==> src/rtl/mem_stage.sv <==
// mem_stage -- memory stage of the pipelined LEGv8 datapath.
//
// Takes the execute stage's results, resolves CBZ-type branches and runs
// LDUR/STUR as a req/ack transaction against a variable-latency data memory.
// The pipeline is frozen while an access is in flight. Every accepted
// instruction produces one out_valid pulse, except one abandoned by reset.
//
// Ports
//   clk, reset         clock, synchronous active-high reset
//   in_valid           execute stage presents an instruction (sampled in IDLE)
//   Branch_M, MemRead_M, MemWrite_M   control bits
//   aluResult_E        ALU result / memory address
//   writeData_E        store data
//   zero_E             ALU zero flag
//   PCBranch_E         branch target
//   stall              pipeline freeze request (high while accessing)
//   dm_req/dm_we/dm_addr/dm_wdata     data memory request side
//   dm_ack/dm_rdata    data memory completion side
//   out_valid          one-cycle result pulse to writeback
//   aluResult_M, readData_M, PCBranch_M   registered results
//   PCSrc              take branch, pulses with out_valid
//   misaligned         memop with addr[2:0] != 0, pulses with out_valid
//   bus_error          sticky memory timeout flag
module mem_stage #(
    parameter int N       = 64,
    parameter int TIMEOUT = 15
) (
    input  logic         clk,
    input  logic         reset,
    input  logic         in_valid,
    input  logic         Branch_M,
    input  logic         MemRead_M,
    input  logic         MemWrite_M,
    input  logic [N-1:0] aluResult_E,
    input  logic [N-1:0] writeData_E,
    input  logic         zero_E,
    input  logic [N-1:0] PCBranch_E,
    output logic         stall,
    output logic         dm_req,
    output logic         dm_we,
    output logic [N-1:0] dm_addr,
    output logic [N-1:0] dm_wdata,
    input  logic         dm_ack,
    input  logic [N-1:0] dm_rdata,
    output logic         out_valid,
    output logic [N-1:0] aluResult_M,
    output logic [N-1:0] readData_M,
    output logic         PCSrc,
    output logic [N-1:0] PCBranch_M,
    output logic         misaligned,
    output logic         bus_error
);

    typedef enum logic [0:0] {IDLE, ACCESS} state_t;

    // Counter only needs to reach TIMEOUT-1: the abort fires on that value.
    localparam int CW = (TIMEOUT < 2) ? 1 : $clog2(TIMEOUT);
    localparam logic [CW-1:0] CNT_LAST = CW'(TIMEOUT - 1);

    state_t        state_q, state_d;
    logic [CW-1:0] cnt_q, cnt_d;
    logic [N-1:0]  alu_q, alu_d;      // doubles as the held memory address
    logic [N-1:0]  wdata_q, wdata_d;
    logic [N-1:0]  pcb_q, pcb_d;
    logic [N-1:0]  rdata_q, rdata_d;
    logic          we_q, we_d;
    logic          br_q, br_d;        // captured Branch_M & zero_E
    logic          ov_q, ov_d;
    logic          pcsrc_q, pcsrc_d;
    logic          mis_q, mis_d;
    logic          berr_q, berr_d;

    logic memop, aligned;
    assign memop   = MemRead_M | MemWrite_M;
    assign aligned = (aluResult_E[2:0] == 3'b000);

    always_comb begin
        state_d = state_q;
        cnt_d   = cnt_q;
        alu_d   = alu_q;
        wdata_d = wdata_q;
        pcb_d   = pcb_q;
        rdata_d = rdata_q;
        we_d    = we_q;
        br_d    = br_q;
        berr_d  = berr_q;
        ov_d    = 1'b0;
        pcsrc_d = 1'b0;
        mis_d   = 1'b0;

        case (state_q)
            IDLE: begin
                if (in_valid) begin
                    alu_d   = aluResult_E;
                    wdata_d = writeData_E;
                    pcb_d   = PCBranch_E;
                    // Read+write together is treated as a store.
                    we_d    = MemWrite_M;
                    br_d    = Branch_M & zero_E;
                    rdata_d = '0;
                    if (memop && aligned) begin
                        state_d = ACCESS;
                        cnt_d   = '0;
                    end else begin
                        ov_d    = 1'b1;
                        pcsrc_d = Branch_M & zero_E;
                        mis_d   = memop;
                    end
                end
            end
            ACCESS: begin
                // Ack beats timeout when both land in the same cycle.
                if (dm_ack) begin
                    rdata_d = we_q ? '0 : dm_rdata;
                    state_d = IDLE;
                    ov_d    = 1'b1;
                    pcsrc_d = br_q;
                end else if (cnt_q == CNT_LAST) begin
                    rdata_d = '0;
                    berr_d  = 1'b1;
                    state_d = IDLE;
                    ov_d    = 1'b1;
                    pcsrc_d = br_q;
                end else begin
                    cnt_d = cnt_q + 1'b1;
                end
            end
            default: state_d = IDLE;
        endcase
    end

    always_ff @(posedge clk) begin
        if (reset) begin
            state_q <= IDLE;
            cnt_q   <= '0;
            alu_q   <= '0;
            wdata_q <= '0;
            pcb_q   <= '0;
            rdata_q <= '0;
            we_q    <= 1'b0;
            br_q    <= 1'b0;
            ov_q    <= 1'b0;
            pcsrc_q <= 1'b0;
            mis_q   <= 1'b0;
            berr_q  <= 1'b0;
        end else begin
            state_q <= state_d;
            cnt_q   <= cnt_d;
            alu_q   <= alu_d;
            wdata_q <= wdata_d;
            pcb_q   <= pcb_d;
            rdata_q <= rdata_d;
            we_q    <= we_d;
            br_q    <= br_d;
            ov_q    <= ov_d;
            pcsrc_q <= pcsrc_d;
            mis_q   <= mis_d;
            berr_q  <= berr_d;
        end
    end

    assign stall       = (state_q == ACCESS);
    assign dm_req      = (state_q == ACCESS);
    assign dm_we       = we_q;
    assign dm_addr     = alu_q;
    assign dm_wdata    = wdata_q;
    assign out_valid   = ov_q;
    assign aluResult_M = alu_q;
    assign readData_M  = rdata_q;
    assign PCSrc       = pcsrc_q;
    assign PCBranch_M  = pcb_q;
    assign misaligned  = mis_q;
    assign bus_error   = berr_q;

endmodule

==> config.mk <==
export PLATFORM = sky130hd
export DESIGN_NAME = mem_stage
export DESIGN_NICKNAME = d
export VERILOG_FILES = /design/src/rtl/mem_stage.sv
export SDC_FILE = /design/constraint.sdc
export NUM_CORES = 1
export LEC_CHECK = 0
export ABC_AREA = 1
export CAP_MARGIN = 20
export CORE_AREA = 2 2 233 235
export CTS_CLUSTER_SIZE = 8
export DETAILED_ROUTE_END_ITERATION = 8
export DIE_AREA = 0 0 235 237
export PLACE_DENSITY_LB_ADDON = 0.05
export SYNTH_ARGS = -nofsm -noshare
export SYNTH_HDL_FRONTEND = slang
export SYNTH_SLANG_ARGS = --single-unit
export TNS_END_PERCENT = 10
==> constraint.sdc <==
create_clock -name clk -period 3.3 [get_ports clk]
set_input_delay 0.66 -clock clk [delete_from_list [all_inputs] [get_ports clk]]
set_output_delay 0.66 -clock clk [all_outputs]
set_load 0.01 [all_outputs]
==> results.txt <==
status: completed
P_leak: 6.33 nW
Netlist cell types: 21
Fill cells: 5646
Multi-input gate area: 3480 µm²
layout cell share with drive strength beyond 1: 0.0367
pre-CTS WS: 0.841 ns
Synth async-reset ratio: 0
worst-skew pair later-pin latency: 0.53 ns
Final Cycle Share: 0.702
VDD IR max: 0.000334 V
max_cap viols: 0
multiplexer share of the synthesized area: 0
DR iter-0 viols: 361
final instance area: 16900 µm²
top cells by count, synth: nor2_1 (392), dfxtp_1 (267), o21ai_0 (193), nand2_1 (144), a21oi_1 (72)
reg2reg setup slack: 1.46 ns
WS Path Type: flop to output port
Net Sw Frac: 0.250
Die Wd: 235 µm
Largest delay share family, worst path: buffers and inverters
Primary FF master, synth: dfxtp_1
Via density: 3.93
top post-synthesis cells by area: dfxtp_1 (55%), nor2_1 (15%), o21ai_0 (9.9%)
Setup WS post-layout: 0.985 ns
Period minus WS final: 2.32 ns
postcts setup bufs: 0
die area: 55700 µm²
RSZ-0062 raised after global routing: no
Post-Synth XOR/XNOR Area: 0.000900
Root Buffer: clkbuf_16
final core occ: 0.317
post-synth top area share: 0.550
hold buffer count at cts: 0
Crit. End Element: output port
Power Dens Cells: 502 nW/µm²
Layout Skew: 0.00658 ns
RR Startpoint: dm_req
crit path from: dm_req
Total GRT Usage: 0.146
Yosys reg bits: 267
vias in the first global route: 9311
Initial Util: 0.183
Detail Route Antenna Nets: 0
Internal Power: 0.00636 W
Worst EP required: 2.64 ns
CTS resizes: 0
initial antenna violation count: 4
Max Transition Viols Final: 0
global-route wire length before repair: 61.3 mm
NetSw: 0.00212 W
synthesized-area fraction occupied by adder cells: 0.00257
area leader, netlist: dfxtp_1
I/O pins: 591
Worst Path Max Fanout: 5
Arrival @ worst endpoint: 1.66 ns
Hold Crit Class: flop to flop
CTS Buffer Depth: 3
Worst Tran Pin Value: 0.862 ns
# rows: 85
largest net degree at the start of global routing: 91
drt total wl: 42.4 mm
Setup violations, final: 0
sequential group share of total power: 0.417
routed wire length per instance: 17.3 µm
area occupied by registers: 5350 µm²
main combinational cell family by area after synthesis: simple AND/OR/NAND/NOR gates
Synth Area in Compound Gates: 0.137
DR DRC count: 0
CP max stage delay: 0.61 ns
Clk pwr share: 0.425
Synth Cell Area: 9730 µm²
Mapped Cells: 1247
Hold Fails Final Rpt: 0
dpl hpwl: 30.0 mm
Hold Crit Start: readData_M[39]
simple-gate share of the synthesized area: 0.216
CTS tree: yes
dpl cell area: 15800 µm²
R2R depth: 8
FF-to-FF End: cnt_q[2]
Die Span Y: 237 µm
slowest stage cell, crit path: clkdlybuf4s50_1
Comb pwr share: 0.158
fin nets: 2009
Reg clk slew, reported paths: 0.05 ns
setup TNS: 0 ns
Mapped Avg Cell Area: 7.80 µm²
core area: 53300 µm²
Buf+Inv Stages, Crit Path: 1
IO Port Bufs: 590
final hold slack: 0.457 ns
CTS sink cnt: 267
Vias: 9592
hold endpoint: readData_M[39]
count leader, synth: nor2_1
first-pass iteration count of the detailed router: 4
# H-tree levels: 2
Mapped Nets: 1513
cells along the critical path: clkdlybuf4s50_1
GPL Wtd Cong: 0.727
max frequency: 0.432 GHz
sequential fraction of the synthesis area: 0.550
gr ovfl total: 0
Yosys warning total: 0
Worst setup SP type: flop
EDFF count, synth: 0
CTS buffer count: 39
Layout area overhead: 73.6%
hold depth: 2
relative slew slack: 0.426
[registers in the layout, summed over array words and instances (netlist names), 4 cells and up]
register / flops
dm_wdata: 64
readData_M: 64
cnt_q: 4
aluResult_M: 64
PCBranch_M: 64
[area by class of cell]
type | count | area share
Clock buffer | 43 | 0.0612
Tap cell | 696 | 0.0516
Antenna cell | 1 | 0.000148
Inverter | 13 | 0.00334
Timing Repair Buffer | 603 | 0.360
Clock inverter | 1 | 0.000296
Multi-Input combinational cell | 819 | 0.206
Sequential cell | 267 | 0.317
[logic make-up (layout without fill, tap and decap cells)]
group	Yosys count	in the layout
DFF	267	267
other	0	1
AOI/OAI and AO/OA	266	266
and+or+nand+nor	550	550
adders and majority gates	2	2
xor gates and xnor gates	1	1
buffers and inverters	161	660
[power groups by stage]
stage	registers (W)	logic (W)	clock network [W]
2_1_floorplan	0.00366	0.000438	0
3_3_place_gp	0.00359	0.00136	0
3_5_place_dp	0.00360	0.00136	0
4_1_cts	0.00354	0.00137	0.00378
5_1_grt	0.00355	0.00146	0.00390
6_report	0.00353	0.00134	0.00360
[worst register-to-register path, delay by kind of cell, from the launching register on]
| family | cells | cell delay, ns |
|---|---|---|
| DFF | 1 | 0.52 |
| and+or+nand+nor | 5 | 0.59 |
| buffers and inverters | 2 | 0.51 |
| AOI/OAI and AO/OA | 1 | 0.05 |
[worst max path at each step]
stage / endpoint / slack [ns] / cells after the start
4_1_cts: stall / 0.92 / 1
2_1_floorplan: readData_M[23] / 1.79 / 6
3_5_place_dp: cnt_q[2] / 0.84 / 8
3_3_place_gp: cnt_q[2] / 0.85 / 8
5_1_grt: dm_req / 0.89 / 1
6_report: stall / 0.98 / 1
[per-stage QoR]
stage	cells	total power, W
after floorplan	1247	0.00409
after global placement	2398	0.00496
after detailed placement	2398	0.00496
after CTS	2442	0.00869
after global routing	2442	0.00892
final	2443	0.00848
[cell usage in the layout (no fill, tap or decap)]
master	instances
nand3b_1	1
inv_2	1
clkbuf_16	41
diode_2	1
nand3_1	7
clkinv_2	1
a21oi_1	72
buf_2	1
inv_6	1
nand2_1	143
ha_1	2
nor2_1	392
inv_1	10
clkdlybuf4s50_1	589
inv_4	1
buf_4	6
o21ai_0	193
or2_2	1
nand2_4	1
nand2_2	1
nor3_1	2
dfxtp_1	267
nand4_1	1
nor3_4	1
buf_12	7
o21ai_4	1
clkbuf_1	2
xnor2_1	1
[routing by layer]
metal	GRT usage	wire (µm)	vias to the layer above
li1	-	-	4880
met1	0.163	16800	4316
met2	0.253	20900	332
met3	0.0605	3810	56
met4	0.0428	845	8
met5	0	60	-
Note: power is estimated with default switching activity, not from simulation.
